--- src/rtl/shift_pkg.sv ---
// rtl/shift_pkg.sv - shift mode encoding shared by the barrel shifter pipeline
package shift_pkg;

   typedef enum logic [1:0] {
      MODE_LSR = 2'b00,
      MODE_LSL = 2'b01,
      MODE_ASR = 2'b10,
      MODE_ROR = 2'b11
   } shift_mode_t;

endpackage

--- src/rtl/shift_stage.sv ---
// rtl/shift_stage.sv - one registered barrel-shifter stage: conditional shift by DIST with valid/ready
module shift_stage
   import shift_pkg::*;
#(
   parameter int WIDTH = 32,
   parameter int DIST  = 1,
   parameter int SHW   = 5,
   parameter int TAG_W = 4
) (
   input  logic             clk,
   input  logic             rst,
   input  logic             in_valid,
   output logic             in_ready,
   input  logic [WIDTH-1:0] in_data,
   input  logic [SHW-1:0]   in_amt,
   input  shift_mode_t      in_mode,
   input  logic             in_ovf,
   input  logic [TAG_W-1:0] in_tag,
   output logic             out_valid,
   input  logic             out_ready,
   output logic [WIDTH-1:0] out_data,
   output logic [SHW-1:0]   out_amt,
   output shift_mode_t      out_mode,
   output logic             out_ovf,
   output logic [TAG_W-1:0] out_tag
);

   logic [WIDTH-1:0] shifted;
   logic             lost;

   // in_amt[0] is this stage's bit; the carried amount is shifted down so the next stage sees its bit at [0]
   always_comb begin
      shifted = in_data;
      lost    = 1'b0;
      if (in_amt[0]) begin
         case (in_mode)
            MODE_LSR: shifted = in_data >> DIST;
            MODE_LSL: begin
               shifted = in_data << DIST;
               lost    = |in_data[WIDTH-1 -: DIST];
            end
            // MSB of an ASR operand stays equal to the sign captured at acceptance
            MODE_ASR: shifted = {{DIST{in_data[WIDTH-1]}}, in_data[WIDTH-1:DIST]};
            MODE_ROR: shifted = {in_data[DIST-1:0], in_data[WIDTH-1:DIST]};
            default:  shifted = in_data;
         endcase
      end
   end

   assign in_ready = !out_valid || out_ready;

   always_ff @(posedge clk) begin
      if (rst) begin
         out_valid <= 1'b0;
         out_data  <= '0;
         out_amt   <= '0;
         out_mode  <= MODE_LSR;
         out_ovf   <= 1'b0;
         out_tag   <= '0;
      end else if (in_valid && in_ready) begin
         out_valid <= 1'b1;
         out_data  <= shifted;
         out_amt   <= in_amt >> 1;
         out_mode  <= in_mode;
         out_ovf   <= in_ovf | lost;
         out_tag   <= in_tag;
      end else if (out_ready) begin
         out_valid <= 1'b0;
      end
   end

endmodule

--- src/rtl/shift_pipe.sv ---
// rtl/shift_pipe.sv - pipelined barrel shifter (LSR/LSL/ASR/ROR), one stage per shift-amount bit
module shift_pipe
   import shift_pkg::*;
#(
   parameter int WIDTH = 32,
   parameter int SHW   = $clog2(WIDTH),
   parameter int TAG_W = 4
) (
   input  logic             clk,
   input  logic             rst,
   input  logic             in_valid,
   output logic             in_ready,
   input  logic [WIDTH-1:0] in_data,
   input  logic [SHW-1:0]   in_amt,
   input  logic [1:0]       in_mode,
   input  logic [TAG_W-1:0] in_tag,
   output logic             out_valid,
   input  logic             out_ready,
   output logic [WIDTH-1:0] out_data,
   output logic             out_ovf,
   output logic [TAG_W-1:0] out_tag
);

   // Index k is the input side of stage k; index SHW is the pipe output
   logic             v    [0:SHW];
   logic             r    [0:SHW];
   logic [WIDTH-1:0] d    [0:SHW];
   logic [SHW-1:0]   amt  [0:SHW];
   shift_mode_t      mode [0:SHW];
   logic             ovf  [0:SHW];
   logic [TAG_W-1:0] tag  [0:SHW];

   assign v[0]    = in_valid;
   assign d[0]    = in_data;
   assign amt[0]  = in_amt;
   assign mode[0] = shift_mode_t'(in_mode);
   assign ovf[0]  = 1'b0;
   assign tag[0]  = in_tag;
   assign r[SHW]  = out_ready;

   genvar k;
   generate
      for (k = 0; k < SHW; k++) begin : g_stage
         shift_stage #(
            .WIDTH (WIDTH),
            .DIST  (1 << k),
            .SHW   (SHW),
            .TAG_W (TAG_W)
         ) u_stage (
            .clk       (clk),
            .rst       (rst),
            .in_valid  (v[k]),
            .in_ready  (r[k]),
            .in_data   (d[k]),
            .in_amt    (amt[k]),
            .in_mode   (mode[k]),
            .in_ovf    (ovf[k]),
            .in_tag    (tag[k]),
            .out_valid (v[k+1]),
            .out_ready (r[k+1]),
            .out_data  (d[k+1]),
            .out_amt   (amt[k+1]),
            .out_mode  (mode[k+1]),
            .out_ovf   (ovf[k+1]),
            .out_tag   (tag[k+1])
         );
      end
   endgenerate

   assign in_ready  = r[0];
   assign out_valid = v[SHW];
   assign out_data  = d[SHW];
   assign out_ovf   = ovf[SHW];
   assign out_tag   = tag[SHW];

endmodule

--- config.mk ---
export PLATFORM = sky130hd
export DESIGN_NAME = shift_pipe
export DESIGN_NICKNAME = d
export VERILOG_FILES = /design/src/rtl/shift_pkg.sv /design/src/rtl/shift_stage.sv /design/src/rtl/shift_pipe.sv
export SDC_FILE = /design/constraint.sdc
export NUM_CORES = 1
export LEC_CHECK = 0
export CAP_MARGIN = 5
export CORE_UTILIZATION = 35
export CTS_CLUSTER_SIZE = 10
export DETAILED_ROUTE_END_ITERATION = 10
export DONT_BUFFER_PORTS = 1
export PLACE_DENSITY_LB_ADDON = 0.3
export SYNTH_ARGS = -nofsm -noshare
export SYNTH_HDL_FRONTEND = slang
export SYNTH_SLANG_ARGS = --single-unit
--- constraint.sdc ---
create_clock -name clk -period 1.67 [get_ports clk]
set_input_delay 0.2505 -clock clk [delete_from_list [all_inputs] [get_ports clk]]
set_output_delay 0.2505 -clock clk [all_outputs]
set_load 0.1 [all_outputs]
* After elaboration in Yosys (flattened, before gate mapping)
Cells that the tools add are included.
Storage, ports and cells: output and inout bits 39, memories 0, ROM bits 0, latch bits 0, input bits 47, RAM bits 0, flip-flop bits (word level) 208, word-level logic and storage cells 106
Operators by class: $add $sub $neg 0, reduce and logical (&&, ||, !) cells 29, $lt $le $gt $ge 0, multiply operators 0, bitwise operators 4, eq/ne operators 15, shift-type cells 0, muxes and demuxes 30, divide/modulo/power cells 0
Operator list (count):
- one-hot mux 32 bit (4 select lines) | 5
- 2-to-1 mux 32 bit | 5
- == test 2 bit, second input constant | 10
- 2-to-1 mux 1 bit | 20
- OR reduction 16 bit | 1
- == test 2 x 1 -> 1 bit, second input constant | 5
- zero test 2 bit | 5
- nonzero test 2 bit | 5
- OR reduction 8 bit | 1
- logical AND 1 bit | 5
- zero test 1 bit | 5
- logical OR 1 bit | 5
- OR 1 bit | 4
- OR reduction 4 bit | 1
- OR reduction 2 bit | 1

* Depth between registers and ports, before layout
word-level depth 8, gate-level depth with buffers 7, depth with buffers taken out 4

* Hierarchy
Synthesis repeated with hierarchy kept, for this count alone.
Second synthesis, totals: cells, all modules 1380, area, all modules 12487.0 um^2
Modules (own cells, without submodules):
- shift_stage (g_stage[0].u_stage) | times used 1, area an instance 2668.8 um^2, cells an instance 285, seq. area each 880.8 um^2
- shift_stage (g_stage[3].u_stage) | times used 1, area an instance 2607.5 um^2, cells an instance 281, seq. area each 880.8 um^2
- shift_stage (g_stage[1].u_stage) | times used 1, area an instance 2590.0 um^2, cells an instance 285, seq. area each 880.8 um^2
- shift_stage (g_stage[2].u_stage) | times used 1, area an instance 2513.7 um^2, cells an instance 283, seq. area each 880.8 um^2
- shift_stage (g_stage[4].u_stage) | times used 1, area an instance 2103.3 um^2, cells an instance 245, seq. area each 880.8 um^2
- shift_pipe | times used 1, area an instance 3.8 um^2, cells an instance 1, seq. area each 0.0 um^2

* Worst setup path before layout
OpenSTA, ideal clock, no wires.
path kind register -> register, from register g_stage[4].u_stage.out_valid, to register g_stage[0].u_stage.out_valid, arrival time 2474 ps, slack -895 ps, required time 1579 ps, stages on the path, launching flop included 4, clock period less this slack 2565 ps, library setup time 91 ps, path buffers 0, path through dfxtp_1 -> and4b_1 -> nand3_1 -> a21oi_1
On the way: word-level cells in the longest chain between the ends 8, elaborated cells between the ends (all ways) 9, those cells by class mux: 1; reduce/logical: 8
Ends and longest elaborated chain:
- start: declaration | line shift_stage.sv:19 | output logic out_valid,
- start signal: assignment | line shift_stage.sv:54 | out_valid <= 1'b0;
- start signal: assignment | line shift_stage.sv:61 | out_valid <= 1'b1;
- start signal: assignment | line shift_stage.sv:68 | out_valid <= 1'b0;
- zero test 1 bit (*) | line shift_stage.sv:50 | assign in_ready = !out_valid || out_ready;
- logical OR 1 bit (*) (5 in series) | line shift_stage.sv:50
- net in_ready | line shift_pipe.sv:12 | output logic in_ready,
- logical AND 1 bit (*) | line shift_stage.sv:60 | end else if (in_valid && in_ready) begin
- 2-to-1 mux 1 bit / nonzero test 2 bit (equally long branches)
- end signal: assignment | line shift_stage.sv:54
- end signal: assignment | line shift_stage.sv:61
- end signal: assignment | line shift_stage.sv:68
- end: declaration | line shift_stage.sv:19
The timed path passes the listed nets; every way through them passes the cells marked *. A chain may end at the register's enable or synchronous reset.

* Worst setup path in the final report
from register g_stage[2].u_stage.out_valid, to output in_ready
On the way: word-level cells in the longest chain between the ends 4
Ends and longest elaborated chain (line):
- start: declaration | shift_stage.sv:19
- start signal: assignment | shift_stage.sv:54
- start signal: assignment | shift_stage.sv:61
- start signal: assignment | shift_stage.sv:68
- zero test 1 bit | shift_stage.sv:50
- logical OR 1 bit (3 in series) | shift_stage.sv:50
- end: declaration | shift_pipe.sv:12
Every way passes these cells.

==> results.json <==
{
  "status": "complete, but fails checks",
  "violations": "hold timing, setup timing",
  "syn_to_final_growth_pct": 12.4,
  "max_freq_mhz": 580,
  "drt-total-wl_um": 27900,
  "finish.utilization": 0.403,
  "cp_top_family": "simple AND/OR/NAND/NOR gates",
  "start_util": 0.359,
  "fp.dieH_um": 177,
  "yosys_warnings": 0,
  "clock_skew_ns": 0.0127,
  "syn_area_per_cell_sq_um": 7.84,
  "port-buffer-count": 0,
  "grt_pass1_vias": 8565,
  "synthesis.area_sq_mm": 0.0108,
  "cts_root_buf": "clkbuf_16",
  "r2r-start": "g_stage[2].u_stage.out_valid",
  "final_antenna_net_count": 0,
  "min-delay-path-class": "primary input to register",
  "drv_cap": 0,
  "fin_ws_ns": -0.0532,
  "use_met3": 0.0253,
  "die_width_um": 177,
  "finalHoldViolCount": 138,
  "powerDensity_mw_per_mm2": 904,
  "syn_nets": 1419,
  "post-route-period-util": 1.03,
  "fin_tns_setup_ns": -0.0532,
  "r2r-end": "g_stage[1].u_stage.out_valid",
  "slowest_stage": "dfxtp_2",
  "ys_ff_latch": 208,
  "hold_depth": 1,
  "yosysSeqAreaShare": 0.387,
  "drc_errors": 0,
  "final_nets": 1380,
  "antenna_found_initial": 0,
  "place_congestion": 0.783,
  "fin_crit_ns": 1.72,
  "cts.sinks": 208,
  "critical_path.cell_chain": "buf_6 > and4b_2 > nand3_4 > buf_12",
  "vias": 9484,
  "crit_arrival_ns": 1.47,
  "critPathKind": "register to primary output",
  "critPathMaxFanout": 2,
  "grt_max_degree": 278,
  "p_total_uw": 10900,
  "slew_headroom": 0.676,
  "track_usage": 0.177,
  "cts_max_level": 1,
  "numCtsBuffers": 25,
  "worst-r2r-setup-slack_ns": 0.03,
  "gr-usage-met2": 0.275,
  "num_rows": 63,
  "grt_setup_unrepaired": "yes",
  "grt_use_met1": 0.253,
  "die_area_sq_mm": 0.0314,
  "vias_per_cell": 5.49,
  "crit_required_ns": 1.42,
  "yosys-mux-area-fraction": 0.0466,
  "synth-compound-area-share": 0.233,
  "io_pins": 86,
  "synth_xor_area_frac": 0,
  "preCtsSetupSlack_ns": 0.110,
  "max_stage_delay_ns": 0.33,
  "cp-start-kind": "register",
  "dr.pass1.iters": 5,
  "fin_hold_ws_ns": -0.171,
  "antennaDiodeCount": 0,
  "ir_drop_v": 0.000689,
  "fillers": 3103,
  "clock_path_buffers": 3,
  "worst-r2r-cell-count": 6,
  "place_hpwl_um": 18400,
  "syn_inst": 1372,
  "drtIter0Drc": 862,
  "leakagePower_uw": 0.00422,
  "grt_busiest_layer": "met2",
  "maxSlewViolCount": 0,
  "grt_pass1_wl_um": 45600,
  "overflow": 0,
  "synth_top_family_by_area": "simple AND/OR/NAND/NOR gates",
  "synth-simple-area-share": 0.249,
  "worst_setup_path_end_kind": "primary output",
  "clk_latency_ns": 0.52,
  "core_area_sq_mm": 0.0300,
  "worst_pin_slew_ns": 0.482,
  "synth-adder-area-share": 0,
  "holdPathEnd": "g_stage[2].u_stage.out_data[12]",
  "drive_above_1_share": 0.107,
  "wl_per_cell_um": 16.1,
  "hp-start": "rst",
  "setup_violations": 1,
  "cts_tree": "done",
  "crit_buf_inv": 2,
  "clkTransAtPathRegs_ns": 0.05,
  "synth_cell_types": 44
}
==> layout make-up <==
cell class | count | area (sq um) | share of cell area
tap | 390 | 488 | 0.0404
inverter | 10 | 37.5 | 0.00311
multi-input combinational | 991 | 5740 | 0.475
clock buffer | 30 | 664 | 0.0550
timing repair buffer | 97 | 967 | 0.0801
sequential | 208 | 4170 | 0.345
clock inverter | 2 | 16.3 | 0.00135
==> synthesized netlist by cell type, drive strengths merged <==
library cell | n | area [sq um]
a31o | 1 | 8.76
o21ai | 66 | 338
o41ai | 11 | 96.3
nand2b | 5 | 33.8
nor2 | 153 | 574
nand4 | 2 | 12.5
nand3 | 19 | 95.1
and2 | 1 | 6.26
and3 | 14 | 87.6
and2b | 2 | 15.0
o21a | 1 | 7.51
clkinv | 3 | 11.3
nor3 | 40 | 200
a21o | 3 | 22.5
nand3b | 71 | 533
dfxtp | 208 | 4160
a21oi | 100 | 542
and4b | 1 | 10.0
buf | 98 | 617
a221oi | 28 | 245
clkbuf | 65 | 246
nor4 | 7 | 43.8
nor2b | 6 | 37.5
a211oi | 18 | 135
mux2i | 41 | 410
mux2 | 8 | 90.1
nand2 | 269 | 1010
a21boi | 1 | 7.51
o22ai | 1 | 6.26
nand4b | 2 | 17.5
a311o | 58 | 581
a31oi | 1 | 6.26
a211o | 40 | 350
inv | 7 | 26.3
a311oi | 4 | 35.0
o211ai | 17 | 128
==> kinds of logic (layout without fill, tap and decap cells) <==
| logic type | count (synthesis) | after routing |
|---|---|---|
| AOI/OAI and AO/OA | 350 | 350 |
| buffers and inverters | 173 | 139 |
| and+or+nand+nor | 592 | 592 |
| DFF | 208 | 208 |
| muxes | 49 | 49 |
==> worst max-delay path by stage <==
stage	slack (ns)	startpoint	endpoint	cells past startpoint
after detailed placement	0.11	g_stage[3].u_stage.out_valid	g_stage[1].u_stage.out_data[31]	6
after global placement	0.18	g_stage[3].u_stage.out_mode[1]	g_stage[4].u_stage.out_data[4]	4
after global routing	-0.11	g_stage[2].u_stage.out_valid	in_ready	4
final	-0.05	g_stage[2].u_stage.out_valid	in_ready	4
after CTS	-0.09	g_stage[2].u_stage.out_valid	in_ready	4
after floorplan	0.11	g_stage[4].u_stage.out_valid	g_stage[3].u_stage.out_data[8]	6
==> per-stage QoR <==
stage / area, sq um / cells
floorplan: 10800 / 1372
global placement: 11200 / 1680
detailed placement: 11200 / 1680
CTS: 12000 / 1721
global route: 12100 / 1728
finish: 12100 / 1728
==> layout by cell type, fill, tap and decap left out, types with 25 or more instances in the layout <==
cell type  count
a21oi_1       89
a211o_1       40
mux2i_1       41
o21ai_1       38
nand3b_1      71
nor2_1       153
a311o_1       58
o21ai_0       25
clkbuf_16     25
nor3_1        40
dfxtp_1      204
buf_4         66
nand2_1      268
a221oi_1      28
==> state kept, by name (all words and copies together), names as in the netlist <==
name,flops
g_stage.u_stage.out_data,160
g_stage.u_stage.out_ovf,5
g_stage.u_stage.out_amt,10
g_stage.u_stage.out_tag,20
g_stage.u_stage.out_mode,8
g_stage.u_stage.out_valid,5
==> where the power goes <==
part / total (uW) / leakage, uW / internal, uW / switching, uW
clock: 4740 / 0.000331 / 2760 / 1980
combinational: 897 / 0.00220 / 398 / 498
sequential: 5290 / 0.00169 / 5120 / 174
==> routing by layer <==
layer | routed length [um] | vias to the layer above
met5 | 0 | -
met4 | 575 | 0
met3 | 1220 | 35
met2 | 12600 | 212
met1 | 13500 | 4473
li1 | - | 4764
==> repair_timing <==
action,in CTS,in global routing
gates cloned,0,0
resized for setup,4,1
hold endpoints to repair,208,196
hold buffers,7,7
pin swaps,1,0
endpoints found under the setup margin,1,3
setup buffers,2,0
Power figures use the tool's default switching activity.
